**src/rtl/nes_palette_loader.sv**
```systemverilog
// rtl/nes_palette_loader.sv - byte-stream palette file loader for the video palette write port
// Packs R,G,B download bytes into 24-bit entries and strobes them into palette RAM in host-permitted cycles.
module nes_palette_loader #(
  parameter int ENTRIES   = 64,
  parameter int IDX_W     = 6,
  parameter bit BGR_ORDER = 1'b0
) (
  input  logic             clk,
  input  logic             reset,
  input  logic             dl_start_i,
  input  logic [7:0]       dl_byte_i,
  input  logic             dl_valid_i,
  output logic             dl_ready_o,
  input  logic             dl_end_i,
  input  logic             wr_allow_i,
  output logic             load_color_o,
  output logic [IDX_W-1:0] load_color_index_o,
  output logic [23:0]      load_color_data_o,
  output logic             busy_o,
  output logic             done_o,
  output logic             error_o,
  output logic [IDX_W:0]   entries_written_o
);

  localparam logic [IDX_W:0] ENTRIES_C = (IDX_W+1)'(ENTRIES);

  typedef enum logic [1:0] {IDLE, COLLECT, WRITE, FINISH} state_t;

  state_t           state_q, state_d;
  logic [1:0]       phase_q, phase_d;
  logic [IDX_W-1:0] idx_q, idx_d, last_idx_q, last_idx_d;
  logic [IDX_W:0]   cnt_q, cnt_d;
  logic [7:0]       byte0_q, byte0_d, byte1_q, byte1_d;
  logic [23:0]      pend_q, pend_d, last_data_q, last_data_d;
  logic             done_q, done_d, error_q, error_d;
  logic             ovf_q, ovf_d, end_q, end_d;
  logic             hs, strobe, full;

  always_ff @(posedge clk) begin
    if (reset) begin
      state_q     <= IDLE;
      phase_q     <= 2'd0;
      idx_q       <= '0;
      last_idx_q  <= '0;
      cnt_q       <= '0;
      byte0_q     <= 8'd0;
      byte1_q     <= 8'd0;
      pend_q      <= 24'd0;
      last_data_q <= 24'd0;
      done_q      <= 1'b0;
      error_q     <= 1'b0;
      ovf_q       <= 1'b0;
      end_q       <= 1'b0;
    end else begin
      state_q     <= state_d;
      phase_q     <= phase_d;
      idx_q       <= idx_d;
      last_idx_q  <= last_idx_d;
      cnt_q       <= cnt_d;
      byte0_q     <= byte0_d;
      byte1_q     <= byte1_d;
      pend_q      <= pend_d;
      last_data_q <= last_data_d;
      done_q      <= done_d;
      error_q     <= error_d;
      ovf_q       <= ovf_d;
      end_q       <= end_d;
    end
  end

  always_comb begin
    state_d     = state_q;
    phase_d     = phase_q;
    idx_d       = idx_q;
    last_idx_d  = last_idx_q;
    cnt_d       = cnt_q;
    byte0_d     = byte0_q;
    byte1_d     = byte1_q;
    pend_d      = pend_q;
    last_data_d = last_data_q;
    done_d      = done_q;
    error_d     = error_q;
    ovf_d       = ovf_q;
    end_d       = end_q;

    // A restart or reset in the same cycle cancels any handshake or strobe.
    dl_ready_o = (state_q == COLLECT) && !reset && !dl_start_i;
    hs         = dl_ready_o && dl_valid_i;
    strobe     = (state_q == WRITE) && wr_allow_i && !reset && !dl_start_i;
    full       = (cnt_q >= ENTRIES_C);

    if (dl_start_i) begin
      state_d = COLLECT;
      phase_d = 2'd0;
      idx_d   = '0;
      cnt_d   = '0;
      done_d  = 1'b0;
      error_d = 1'b0;
      ovf_d   = 1'b0;
      end_d   = 1'b0;
    end else begin
      case (state_q)
        IDLE: ;
        COLLECT: begin
          if (hs) begin
            if (full) begin
              ovf_d   = 1'b1;
              error_d = 1'b1;
            end else begin
              case (phase_q)
                2'd0: begin
                  byte0_d = dl_byte_i;
                  phase_d = 2'd1;
                end
                2'd1: begin
                  byte1_d = dl_byte_i;
                  phase_d = 2'd2;
                end
                default: begin
                  pend_d  = BGR_ORDER ? {dl_byte_i, byte1_q, byte0_q}
                                      : {byte0_q, byte1_q, dl_byte_i};
                  phase_d = 2'd0;
                  state_d = WRITE;
                end
              endcase
            end
          end
          if (dl_end_i) begin
            if (state_d == WRITE) end_d = 1'b1;
            else                  state_d = FINISH;
          end
        end
        WRITE: begin
          if (dl_end_i) end_d = 1'b1;
          if (strobe) begin
            idx_d       = idx_q + IDX_W'(1);
            cnt_d       = cnt_q + (IDX_W+1)'(1);
            last_idx_d  = idx_q;
            last_data_d = pend_q;
            end_d       = 1'b0;
            state_d     = (end_q || dl_end_i) ? FINISH : COLLECT;
          end
        end
        FINISH: begin
          if (cnt_q == ENTRIES_C && phase_q == 2'd0 && !ovf_q) done_d = 1'b1;
          else                                                 error_d = 1'b1;
          state_d = IDLE;
        end
        default: state_d = IDLE;
      endcase
    end
  end

  // Index and data only change on the strobe, so the RAM port never sees a half-updated entry.
  assign load_color_o       = strobe;
  assign load_color_index_o = strobe ? idx_q  : last_idx_q;
  assign load_color_data_o  = strobe ? pend_q : last_data_q;
  assign busy_o             = ((state_q == COLLECT) || (state_q == WRITE)) && !reset;
  assign done_o             = done_q;
  assign error_o            = error_q;
  assign entries_written_o  = cnt_q;

endmodule

```
**config.mk**
```make
export PLATFORM = sky130hd
export DESIGN_NAME = nes_palette_loader
export DESIGN_NICKNAME = d
export VERILOG_FILES = /design/src/rtl/nes_palette_loader.sv
export SDC_FILE = /design/constraint.sdc
export NUM_CORES = 1
export LEC_CHECK = 0
export BUFFER_PORTS_ARGS = -buffer_cell sky130_fd_sc_hd__buf_2
export CAP_MARGIN = 20
export CORE_ASPECT_RATIO = 0.8
export CORE_UTILIZATION = 47
export DETAILED_ROUTE_END_ITERATION = 6
export PLACE_DENSITY = 0.75
export SLEW_MARGIN = 20
export SYNTH_ARGS = -nofsm -noshare
export SYNTH_HDL_FRONTEND = slang
export SYNTH_SLANG_ARGS = --single-unit
```
**constraint.sdc**
```tcl
create_clock -name clk -period 1.75 [get_ports clk]
set_input_delay 0.2625 -clock clk [delete_from_list [all_inputs] [get_ports clk]]
set_output_delay 0.2625 -clock clk [all_outputs]
set_load 0.01 [all_outputs]
```
# [Yosys cells after proc, flatten, opt, wreduce, memory -nomap -nowiden]
# Cells that the tools add are included.
[totals] input_bits=14 ff_bits=91 latchBits=0 mem_count=0 rom_bits=0 wordCells=90 ramBits=0
[classes] n_shift=0 n_lt_le_gt_ge=1 bitwise=3 add_sub_neg=2 muxes=23 eq_ne=14 n_reduce_logical=33 n_div=0 mul=0
[op_table] operator="24-bit two-way mux" count=1
[op_table] operator="2-bit two-way mux" count=9
[op_table] operator="5-bit AND reduction" count=3
[op_table] operator="2-bit inequality test, second input constant" count=5
[op_table] operator="2-bit AND reduction" count=5
[op_table] operator="1-bit logical AND" count=9
[op_table] operator="1-bit two-way mux" count=8
[op_table] operator="4-bit AND reduction" count=2
[op_table] operator="7-bit by 1-bit adder with 7-bit output, second input constant" count=1
[op_table] operator="7-bit equality test, second input constant" count=1
[op_table] operator="7-bit greater-or-equal comparator, second input constant" count=1
[op_table] operator="6-bit by 1-bit adder with 6-bit output, second input constant" count=1
[op_table] operator="2-bit equality test, second input constant" count=3
[op_table] operator="6-bit two-way mux" count=1
[op_table] operator="3-bit inequality test, second input constant" count=2
[op_table] operator="2-bit case mux with 3 select lines" count=1
[op_table] operator="3-bit AND reduction" count=2
[op_table] operator="2-bit by 1-bit equality test with 1-bit output, second input constant" count=2
[op_table] operator="1-bit case mux with 2 select lines" count=2
[op_table] operator="2-bit case mux with 2 select lines" count=1
[op_table] operator="2-bit nonzero test" count=2
[op_table] operator="4-bit nonzero test" count=1
[op_table] operator="2-bit OR reduction" count=2
[op_table] operator="1-bit zero test" count=3
[op_table] operator="5 further kinds" count=8

# [Longest topological paths before layout]
[depth] ltp_word=12 ltp_mapped=10 mapped_depth_nobuf=6

# [Least setup slack after synthesis]
# Ideal clock, no wire load.
[synth_timing] kind="register to register" startpoint="reg state_q[0]" endpoint="reg last_data_q[17]" arrival_time_ps=1796 path_stages_with_launch=9 synth_period_minus_slack_ps=1925 path_slack_ps=-175 path_cell_list="dfxtp_1 inv_1 ha_1 clkbuf_2 and4bb_2 buf_4 buf_6 mux2_1 nor2b_1"
[synth_between] elab_chain_cells=5 elab_cells_between_ends=6
[synth_rtl] item="start: declaration" line="29" rtl="state_t state_q, state_d;"
[synth_rtl] item="start signal: assignment" line="55" rtl="state_q <= state_d;"
[synth_rtl] item="2-bit equality test" line="89" rtl="strobe = (state_q == WRITE) && wr_allow_i && !reset && !dl_start_i;"
[synth_rtl] item="1-bit logical AND (3 in a row)" line="89"
[synth_rtl] item="24-bit two-way mux"
[synth_rtl] item="named net load_color_data_o[17]" line="18" rtl="output logic [23:0] load_color_data_o,"
[synth_rtl] item="end signal: assignment" line="63" rtl="last_data_q <= last_data_d;"
[synth_rtl] item="end: declaration" line="34" rtl="logic [23:0] pend_q, pend_d, last_data_q, last_data_d;"
# The timed path passes the listed nets, and every way through them passes these cells.
# A chain may end at the register's enable or synchronous reset.

# [Worst setup path after layout]
[layout_timing] startpoint="reg state_q[0]" endpoint="out load_color_data_o[4]"
[layout_between] elab_chain_cells=5
[layout_rtl] item="2-bit equality test" line="89"
[layout_rtl] item="1-bit logical AND (3 in a row)" line="89"
[layout_rtl] item="24-bit two-way mux"
[layout_rtl] item="end: declaration" line="18"
# No other way between the ends.

==> metrics.md <==
| Metric | Value |
|---|---|
| Leak pwr | `1.911 nW` |
| Hold path depth | `3` |
| P_int | `2.877 mW` |
| Sw Share | `0.2344` |
| Combinational Power Share | `0.074` |
| Final setup skew | `0.01315 ns` |
| Nets@finish | `478` |
| Main synth FF type | `dfxtp_1` |
| Reg power frac | `0.556` |
| Gpl congestion | `0.7664` |
| Placed Area | `4217 um^2` |
| Crit path arrival time | `1.85 ns` |
| Row Count | `28` |
| Area of the multi-input gates | `1854 um^2` |
| R2r endpoint | `byte1_q[5]` |
| Antenna-violating nets left | `0` |
| Detailed-route via count | `2871` |
| Worst EP required | `1.49 ns` |
| Number of synthesized flops with an enable pin | `0` |
| FF-to-FF setup slack | `-0.04 ns` |
| Distinct cells, synth | `40` |
| Asr flop ratio synth | `0` |
| Layout area overhead | `33.39%` |
| Psw | `0.8809 mW` |
| Total die area | `8124 um^2` |
| H-tree Lvls | `3` |
| Routed length per placed instance | `14.98 um` |
| Clk slew on worst S/H paths | `0.09 ns` |
| DRT iter0 DRCs | `151` |
| Total Power | `3.758 mW` |
| Setup CP Type | `reg2out` |
| Hpwl dp | `5.284 mm` |
| Hold Path Sink | `byte0_q[3]` |
| Yosys reg bits | `91` |
| Via/cell ratio | `5.063` |
| Seq/Total Area, Yosys | `0.4991` |
| Worst slew pin tran | `0.6082 ns` |
| CTS Buffer Depth | `2` |
| Fin crit period | `2.115 ns` |
| FF/Latch Area | `1827 um^2` |
| Hold/Removal Path Class | `in2reg` |
| Mapped Cells | `384` |
| CTS tree | `done` |
| CP Cell Sequence | `inv_2, ha_4, and4bb_4, buf_12, mux2_4, buf_6` |
| Power per cell area | `771.9 nW/um^2` |
| Drt pass-1 iters | `4` |
| Die Span Y | `80.82 um` |
| Die W | `100.5 um` |
| Final Util | `0.6524` |
| Initial antenna violation count | `0` |
| Tcrit/Tclk final | `1.208` |
| Design area | `4868 um^2` |
| Slew headroom | `0.5946` |
| Worst R2R Start | `state_q[0]` |
| Buffers on Ports | `55` |
| Largest net degree at the start of global routing | `61` |
| Synth area leader | `dfxtp_1` |
| Top cells by area, synth | `dfxtp_1 50%, mux2_2 8.3%, nand2_1 7.3%, nor2b_1 5.3%, a21oi_1 5.2%` |
| Failing checks | `setup timing` |
| Buf/Inv on CP | `3` |
| First-pass GRT wire length | `12.77 mm` |
| Finished Layout Cells | `567` |
| Placed Cells | `540` |
| RSZ-0062 raised after global routing | `true` |
| Critical path fanouts, max | `10` |
| Max_cap viols | `0` |
| Startpoint types | `flop` |
| Worst hold start | `dl_byte_i[3]` |
| Ports | `56` |
| Worst path slowest cell | `dfxtp_2` |
| Final worst setup slack | `-0.3648 ns` |
| Synth cell count leaders | `91 x dfxtp_1, 71 x nand2_1, 38 x a21oi_1, 31 x nor2b_1, 28 x nor2_1` |
| Max VDD drop | `0.0003707 V` |
| Post-Route WL | `8.493 mm` |
| Worst setup EP type | `output pin` |
| Final hold vios | `0` |
| Clk sinks | `91` |
| Post-Syn Area | `3650 um^2` |
| GRT Util Overall | `0.2054` |
| Layout cells sized above 1 | `0.3203` |
| Global route overflow | `0` |
| Status | `complete, but fails checks` |
| Starting Density | `0.4891` |
| Total CTS buffers | `9` |
| Fillers | `592` |
| Critical Path Max Stage Delay | `0.34 ns` |
| DR DRC count | `0` |
| Post-Synthesis Mean Instance Area | `9.505 um^2` |
| Delay-heaviest family, CP | `buffers and inverters` |
| Root Buffer | `clkbuf_8` |
| R2R depth | `8` |
| Top-area cell type share of the netlist area | `0.4991` |
| Final slew viol count | `0` |
| Cell with the most instances after synthesis | `dfxtp_1` |
| Syn_nets | `405` |
| Final setup fails | `39` |
| Yosys warns | `0` |
| Clock network power share | `0.370` |
| Core ar. | `7462 um^2` |
| Vias in the first global route | `2621` |
| F_max | `472.9 MHz` |
| Clock Latency Late Sink | `0.35 ns` |
| Number of diodes | `0` |
## logic make-up (layout without fill, tap and decap cells)
kind of cell,after synthesis,in the layout,share of synthesized area
AO/OA/AOI/OAI,53,53,0.08262
flip-flops,91,91,0.4991
buffers and inverters,29,107,0.04662
XOR/XNOR,10,10,0.02400
adder cells (fa/ha/maj),7,7,0.02400
multiplexers,40,40,0.1200
AND/OR/NAND/NOR,154,154,0.2036
## cell usage in the layout (no fill, tap or decap), drive strengths merged, types with 8 or more instances in the layout
cell type / netlist / routed
dfxtp: 91 / 91
buf: 11 / 82
nand2: 71 / 71
a21oi: 38 / 38
nor2b: 31 / 31
mux2: 30 / 30
nor2: 28 / 28
clkbuf: 12 / 14
mux2i: 10 / 10
xor2: 8 / 8
## sequential cells by signal (all words and copies together), names as in the netlist
signal and flops:
byte0_q 8, error_o 1, phase_q 2, pend_q 24, ovf_q 1, byte1_q 8
idx_q 6, done_o 1, state_q 2, last_idx_q 6, end_q 1, entries_written_o 7
last_data_q 24
## worst min-delay path: stages
cell     delay (ns)
buf_2          0.12
nand2_1        0.05
a21oi_1        0.05
## layout make-up
| cell class | instances | area share |
|---|---|---|
| multi-input combinational | 264 | 0.3809 |
| sequential | 91 | 0.3752 |
| clock buffer | 11 | 0.02699 |
| timing repair buffer | 85 | 0.1714 |
| clock inverter | 5 | 0.01285 |
| inverter | 6 | 0.005654 |
| tap | 105 | 0.02699 |
## timing repair
action                     CTS  global route
hold buffers                 0             0
pin swaps                    0             6
buffers inserted             1             8
setup endpoints to repair   32            66
gates resized for setup     33            26
gates cloned                 1             3
## stage by stage
stage               TNS (ns)  setup WS, ns  hold slack, ns
floorplan            -0.2968      -0.01129          0.3985
global placement    -0.05048      -0.02167          0.4398
detailed placement   -0.2197      -0.04345          0.4489
CTS                   -11.15       -0.4147          0.1729
global route          -13.28       -0.4297          0.1774
finish                -10.77       -0.3648          0.1922
## worst max-delay path by stage
stage / startpoint / endpoint / slack (ns) / cells after the start
after CTS: state_q[0] / load_color_index_o[3] / -0.41 / 6
final: state_q[0] / load_color_data_o[4] / -0.36 / 6
after global routing: state_q[0] / load_color_data_o[9] / -0.43 / 6
after global placement: state_q[0] / load_color_data_o[22] / -0.02 / 6
after detailed placement: state_q[0] / load_color_data_o[22] / -0.04 / 6
after floorplan: state_q[0] / load_color_data_o[10] / -0.01 / 7
## per-layer routing
metal | wire length (um) | share of wire | GRT usage
met5 | 0 | 0 | 0
met4 | 116 | 0.014 | 0.06957
met3 | 361 | 0.043 | 0.04217
met2 | 4108 | 0.48 | 0.3363
met1 | 3906 | 0.46 | 0.2720
## power groups by stage
| stage | clock network (mW) | registers (mW) | logic (mW) |
|---|---|---|---|
| final | 1.39 | 2.09 | 0.280 |
| after global routing | 1.51 | 2.09 | 0.301 |
| after CTS | 1.42 | 2.09 | 0.213 |
| after detailed placement | 0 | 2.14 | 0.208 |
| after global placement | 0 | 2.14 | 0.200 |
| after floorplan | 0 | 2.14 | 0.121 |
Note: power is estimated with default switching activity, not from simulation.
